[config.mk]
export PLATFORM = sky130hd
export DESIGN_NAME = uart_event_packetizer
export DESIGN_NICKNAME = d
export VERILOG_FILES = /design/src/rtl/uart_event_packetizer.sv
export SDC_FILE = /design/constraint.sdc
export NUM_CORES = 1
export LEC_CHECK = 0
export CAP_MARGIN = 40
export CORE_MARGIN = 2
export CORE_UTILIZATION = 45
export CTS_CLUSTER_DIAMETER = 100
export CTS_CLUSTER_SIZE = 24
export DETAILED_ROUTE_END_ITERATION = 10
export HOLD_SLACK_MARGIN = 0.05
export PLACE_DENSITY = 0.77
export SYNTH_ARGS = -nofsm -noshare
export SYNTH_HDL_FRONTEND = slang
export SYNTH_SLANG_ARGS = --single-unit
export TNS_END_PERCENT = 10
[constraint.sdc]
create_clock -name clock -period 5.9 [get_ports clock]
set_input_delay 0.59 -clock clock [delete_from_list [all_inputs] [get_ports clock]]
set_output_delay 0.59 -clock clock [all_outputs]
set_load 0.02 [all_outputs]
[src/rtl/uart_event_packetizer.sv]
// Turns game events (mole move, hit, game over) into 2-byte UART frames: header then payload.
// Define PKT_CHECKSUM_EN to append a third byte, header XOR payload, to every frame.
module uart_event_packetizer #(
  parameter logic [7:0] HDR_MOLE = 8'hA1,
  parameter logic [7:0] HDR_HIT  = 8'hA2,
  parameter logic [7:0] HDR_OVER = 8'hA3
) (
  input  logic       clock,
  input  logic       reset,
  input  logic       game_enable,
  input  logic [4:0] mole_position,
  input  logic       mole_hit,
  input  logic [5:0] score,
  input  logic       game_over,
  input  logic       tx_busy,
  output logic       tx_start,
  output logic [7:0] tx_data,
  output logic       pkt_active,
  output logic [3:0] drop_count
);

  typedef enum logic [3:0] {
    IDLE, HDR, HDR_ACK, HDR_DONE, PAY, PAY_ACK, PAY_DONE
`ifdef PKT_CHECKSUM_EN
    , CHK, CHK_ACK, CHK_DONE
`endif
  } state_t;

  state_t      state_q, state_d;
  logic [4:0]  last_mole_q, last_mole_d;
  logic        hit_prev_q, hit_prev_d;
  logic        over_prev_q, over_prev_d;
  logic        armed_q, armed_d;
  logic [2:0]  pend_q, pend_d;
  logic [7:0]  mole_pay_q, mole_pay_d;
  logic [7:0]  hit_pay_q, hit_pay_d;
  logic [7:0]  over_pay_q, over_pay_d;
  logic [7:0]  frame_hdr_q, frame_hdr_d;
  logic [7:0]  frame_pay_q, frame_pay_d;
  logic [3:0]  drop_q, drop_d;

  logic        mole_evt, hit_evt, over_evt;
  logic [2:0]  clr;
  logic [1:0]  drop_inc;
  logic [4:0]  drop_sum;

  // armed_q masks the first cycle after reset so inputs already high are not seen as new events
  assign mole_evt = armed_q && game_enable && (mole_position != last_mole_q);
  assign hit_evt  = armed_q && mole_hit && !hit_prev_q;
  assign over_evt = armed_q && game_over && !over_prev_q;

  always_comb begin
    state_d     = state_q;
    frame_hdr_d = frame_hdr_q;
    frame_pay_d = frame_pay_q;
    clr         = 3'b000;
    case (state_q)
      IDLE: begin
        if ((|pend_q) && !tx_busy) begin
          state_d = HDR;
          if (pend_q[2]) begin
            frame_hdr_d = HDR_OVER;
            frame_pay_d = over_pay_q;
            clr[2]      = 1'b1;
          end else if (pend_q[1]) begin
            frame_hdr_d = HDR_HIT;
            frame_pay_d = hit_pay_q;
            clr[1]      = 1'b1;
          end else begin
            frame_hdr_d = HDR_MOLE;
            frame_pay_d = mole_pay_q;
            clr[0]      = 1'b1;
          end
        end
      end
      HDR:      state_d = HDR_ACK;
      HDR_ACK:  if (tx_busy)  state_d = HDR_DONE;
      HDR_DONE: if (!tx_busy) state_d = PAY;
      PAY:      state_d = PAY_ACK;
      PAY_ACK:  if (tx_busy)  state_d = PAY_DONE;
`ifdef PKT_CHECKSUM_EN
      PAY_DONE: if (!tx_busy) state_d = CHK;
      CHK:      state_d = CHK_ACK;
      CHK_ACK:  if (tx_busy)  state_d = CHK_DONE;
      CHK_DONE: if (!tx_busy) state_d = IDLE;
`else
      PAY_DONE: if (!tx_busy) state_d = IDLE;
`endif
      default:  state_d = IDLE;
    endcase
  end

  // A re-arriving event overwrites its payload; it only counts as a drop if the old one was not just launched
  always_comb begin
    pend_d      = pend_q & ~clr;
    mole_pay_d  = mole_pay_q;
    hit_pay_d   = hit_pay_q;
    over_pay_d  = over_pay_q;
    last_mole_d = mole_position;
    hit_prev_d  = mole_hit;
    over_prev_d = game_over;
    armed_d     = 1'b1;
    drop_inc    = 2'd0;
    if (mole_evt) begin
      mole_pay_d = {3'b000, mole_position};
      pend_d[0]  = 1'b1;
      if (pend_q[0] && !clr[0]) drop_inc = drop_inc + 2'd1;
    end
    if (hit_evt) begin
      hit_pay_d = {2'b00, score};
      pend_d[1] = 1'b1;
      if (pend_q[1] && !clr[1]) drop_inc = drop_inc + 2'd1;
    end
    if (over_evt) begin
      over_pay_d = {2'b00, score};
      pend_d[2]  = 1'b1;
      if (pend_q[2] && !clr[2]) drop_inc = drop_inc + 2'd1;
    end
    drop_sum = {1'b0, drop_q} + {3'b000, drop_inc};
    drop_d   = (drop_sum > 5'd15) ? 4'd15 : drop_sum[3:0];
  end

  always_ff @(posedge clock) begin
    if (!reset) begin
      state_q     <= IDLE;
      last_mole_q <= 5'd0;
      hit_prev_q  <= 1'b0;
      over_prev_q <= 1'b0;
      armed_q     <= 1'b0;
      pend_q      <= 3'b000;
      mole_pay_q  <= 8'd0;
      hit_pay_q   <= 8'd0;
      over_pay_q  <= 8'd0;
      frame_hdr_q <= 8'd0;
      frame_pay_q <= 8'd0;
      drop_q      <= 4'd0;
    end else begin
      state_q     <= state_d;
      last_mole_q <= last_mole_d;
      hit_prev_q  <= hit_prev_d;
      over_prev_q <= over_prev_d;
      armed_q     <= armed_d;
      pend_q      <= pend_d;
      mole_pay_q  <= mole_pay_d;
      hit_pay_q   <= hit_pay_d;
      over_pay_q  <= over_pay_d;
      frame_hdr_q <= frame_hdr_d;
      frame_pay_q <= frame_pay_d;
      drop_q      <= drop_d;
    end
  end

  // The byte on tx_data stays fixed for the whole start/ack/done span of its slot
  always_comb begin
    tx_start = 1'b0;
    tx_data  = 8'd0;
    case (state_q)
      HDR: begin
        tx_start = 1'b1;
        tx_data  = frame_hdr_q;
      end
      HDR_ACK, HDR_DONE: tx_data = frame_hdr_q;
      PAY: begin
        tx_start = 1'b1;
        tx_data  = frame_pay_q;
      end
      PAY_ACK, PAY_DONE: tx_data = frame_pay_q;
`ifdef PKT_CHECKSUM_EN
      CHK: begin
        tx_start = 1'b1;
        tx_data  = frame_hdr_q ^ frame_pay_q;
      end
      CHK_ACK, CHK_DONE: tx_data = frame_hdr_q ^ frame_pay_q;
`endif
      default: begin
        tx_start = 1'b0;
        tx_data  = 8'd0;
      end
    endcase
  end

  assign pkt_active = (state_q != IDLE) || (|pend_q);
  assign drop_count = drop_q;

endmodule

==> results by group <==
Floorplan
  • Die Height: 70.8 um
  • Die width: 70.8 um
  • Core area: 4320 sq um
  • Num rows: 24
  • # IOs: 31
  • Die ar.: 5020 sq um
  • Initial Util: 46.5%

Setup path
  • Worst-path maximum fanout: 13
  • Crit path to: drop_count[3]
  • Reg2reg path depth: 15
  • Startpoint types: input port
  • Element type at the critical path end: flip-flop
  • R2R setup slack: 2.67 ns
  • R2r startpoint: state_q[2]
  • Reg-to-Reg End: drop_count[3]
  • Critical Path RT: 6.11 ns
  • CP Class: in2reg
  • Worst Setup SP: mole_position[3]
  • Crit path DAT: 3.60 ns

STA
  • Fmax: 0.296 GHz
  • RSZ-0062 raised after global routing: false
  • Actual slew at the worst max-slew pin: 0.626 ns
  • Final WS setup: 2.52 ns
  • Setup Viol. Count Final: 0
  • Setup Skew: 0.00511 ns
  • Tcrit/Tclk final: 57.3%
  • Relative slew slack: 58.1%
  • Setup TNS: 0 ns
  • Final Hold Fails: 0
  • Fin. max-slew vios: 0
  • Crit path time final: 3.38 ns

Clocking
  • Clock sinks: 44
  • Post-cts resize count: 0
  • Clock Root Buffer: clkbuf_8
  • CTS tree: yes
  • Clk pin slew, worst setup/hold paths: 0.08 ns
  • CTS buffer count: 5
  • Worst skew pair latency: 0.30 ns
  • Htree depth: 2
  • CTS Hold Bufs: 0
  • Max clock buf depth: 2
  • Setup Buffers After CTS: 0

Synth
  • Yosys cell types: 40
  • Complex-gate fraction of the synthesized area: 13.8%
  • Net count after synthesis: 257
  • Syn_area_per_cell: 8.52 sq um
  • Cells after synthesis: 236
  • Adder-cell share of the synthesized area: 2.86%
  • Mux share of post-synthesis cell area: 7.97%
  • Dominant synthesized flop cell: dfxtp_1
  • Xor/xnor share of the synthesized area: 3.48%
  • Post-Syn Area: 2010 sq um
  • Fraction of registers with async set/reset: 0%
  • Synth Warn #: 0
  • Simple-gate share of the synthesized area: 22.2%
  • Post-synth EDFFs: 0
  • Largest family of logic cells by synthesized area: simple AND/OR/NAND/NOR gates
  • Synthesis-stage register bit count: 44
  • Seq/Total Area, Yosys: 43.8%

Routing
  • Drt wl/cell: 12.2 um
  • Initial drt markers: 61
  • Final antenna-violating net count: 0
  • Remaining DRCs: 0
  • Vias per cell: 5.13
  • Routed WL: 3800 um
  • Pre-antenna DRT Iters: 4
  • Routed vias: 1,594

Global routing
  • Antenna violations before repair: 0
  • First-pass GRT wire length: 6670 um
  • Total track usage: 16.7%
  • Largest net degree at the start of global routing: 25
  • GRT overflow: 0
  • Vias in the first global route: 1,437

Cells and area
  • Final Util: 55.6%
  • Layout area overhead: 19.6%
  • Antenna fix cells: 0
  • Layout Nets: 279
  • Share of layout cells above drive strength 1: 6.18%
  • Fin cells: 311

Pwr
  • Peak supply drop: 0.151 mV
  • Clock power frac: 32.1%
  • Internal power: 447 uW
  • Comb pwr share: 13.6%
  • Sequential group share of total power: 54.3%
  • Design Power: 598 uW
  • Switching Fraction: 25.3%
  • Psw: 152 uW
  • PD cells: 249 nW/um^2
  • Leakage power: 0.000948 uW

Placement
  • Dpl cells: 303
  • DP HPWL: 2720 um
  • Placer Congestion: 0.820
  • Pre-CTS setup slack: 2.17 ns
  • Port Buffers: 29

Worst hold path
  • Hold WC Path Type: reg2reg

Outcome
  • Status: completed

Flow run
  • MaxCap Viol Count: 0
==> cells by family (layout without fill, tap and decap cells) <==
kind of cell / Yosys count / after routing
simple gates: 94 / 94
compound gates: 45 / 45
flops: 44 / 44
buf+inv: 24 / 47
mux: 16 / 16
xor+xnor: 8 / 8
fa+ha+maj: 4 / 4
other cells: 1 / 1
==> worst max-delay path, cell delays in order <==
cell	delay [ns]
clkdlybuf4s50_1	0.42
xor2_1	0.17
nor3_1	0.22
a31oi_1	0.10
buf_4	0.19
nand2_1	0.11
inv_1	0.05
ha_1	0.30
and2_1	0.15
a31oi_2	0.15
xnor2_1	0.14
ha_1	0.19
inv_1	0.05
fa_1	0.36
inv_1	0.11
nor2_1	0.05
a311oi_1	0.23
==> Yosys cell counts, types with 4 or more instances <==
cell | n | share of area (%)
dfxtp_1 | 44 | 44
nand2_1 | 38 | 7.1
nor2_1 | 29 | 5.4
mux2i_1 | 16 | 8.0
a21oi_1 | 13 | 3.2
o21ai_0 | 13 | 3.2
and2_1 | 8 | 2.5
inv_1 | 8 | 1.5
clkbuf_1 | 7 | 1.3
buf_2 | 6 | 1.5
nor3_1 | 5 | 1.2
o21ai_1 | 5 | 1.2
xnor2_1 | 4 | 1.7
xor2_1 | 4 | 1.7
==> per-layer routing <==
| layer | share of wire [%] | wire length, um | track usage, % |
|---|---|---|---|
| met5 | 0 | 0 | 0 |
| met2 | 44 | 1680 | 25.0 |
| met3 | 4.1 | 155 | 4.56 |
| met1 | 50 | 1900 | 22.6 |
| met4 | 1.8 | 69 | 7.55 |
==> power by group through the flow <==
| stage | sequential (uW) | clock [uW] | combinational (uW) |
|---|---|---|---|
| 2_1_floorplan | 324 | 0 | 60.6 |
| 3_3_place_gp | 332 | 0 | 78.5 |
| 3_5_place_dp | 332 | 0 | 81.8 |
| 4_1_cts | 325 | 199 | 82.1 |
| 5_1_grt | 327 | 211 | 90.7 |
| 6_report | 325 | 192 | 81.4 |
==> sequential cells by signal (all words and copies together) (netlist names), 4 cells and up <==
name         flops
drop_count       4
frame_pay_q      6
hit_pay_q        6
last_mole_q      5
mole_pay_q       5
over_pay_q       6
==> through the flow <==
stage	hold WS [ns]	instance area, sq um
6_report	0.457	2400
5_1_grt	0.478	2400
4_1_cts	0.457	2400
3_5_place_dp	0.445	2310
3_3_place_gp	0.442	2290
2_1_floorplan	0.428	2010
==> cells in the final DEF, fill, tap and decap left out, drive strengths merged, types with 3 or more instances in the layout <==
master / instances
mux2i: 16
inv: 8
ha: 3
and2: 8
o21ai: 18
xor2: 4
dfxtp: 44
a21oi: 13
xnor2: 4
nor2: 30
nand2: 39
nand3: 3
clkdlybuf4s50: 29
clkbuf: 8
nor3: 7
and3: 3
a31oi: 3
==> worst min-delay path by stage <==
stage / startpoint / endpoint / slack [ns] / cells past startpoint
2_1_floorplan: mole_pay_q[0] / mole_pay_q[0] / 0.43 / 2
4_1_cts: mole_pay_q[1] / mole_pay_q[1] / 0.46 / 2
6_report: mole_pay_q[1] / mole_pay_q[1] / 0.46 / 2
3_5_place_dp: mole_pay_q[1] / mole_pay_q[1] / 0.44 / 2
3_3_place_gp: hit_pay_q[5] / hit_pay_q[5] / 0.44 / 2
5_1_grt: mole_pay_q[1] / mole_pay_q[1] / 0.48 / 2
==> cell type report <==
cell class,count,area (sq um)
well taps,52,65.1
flip-flops and latches,44,881
clock buffers,8,90.1
multi-input cells,168,1010
fillers,418,1920
repair buffers,31,325
inverters,8,30.0
No activity file was read; power rests on OpenSTA's default activity.
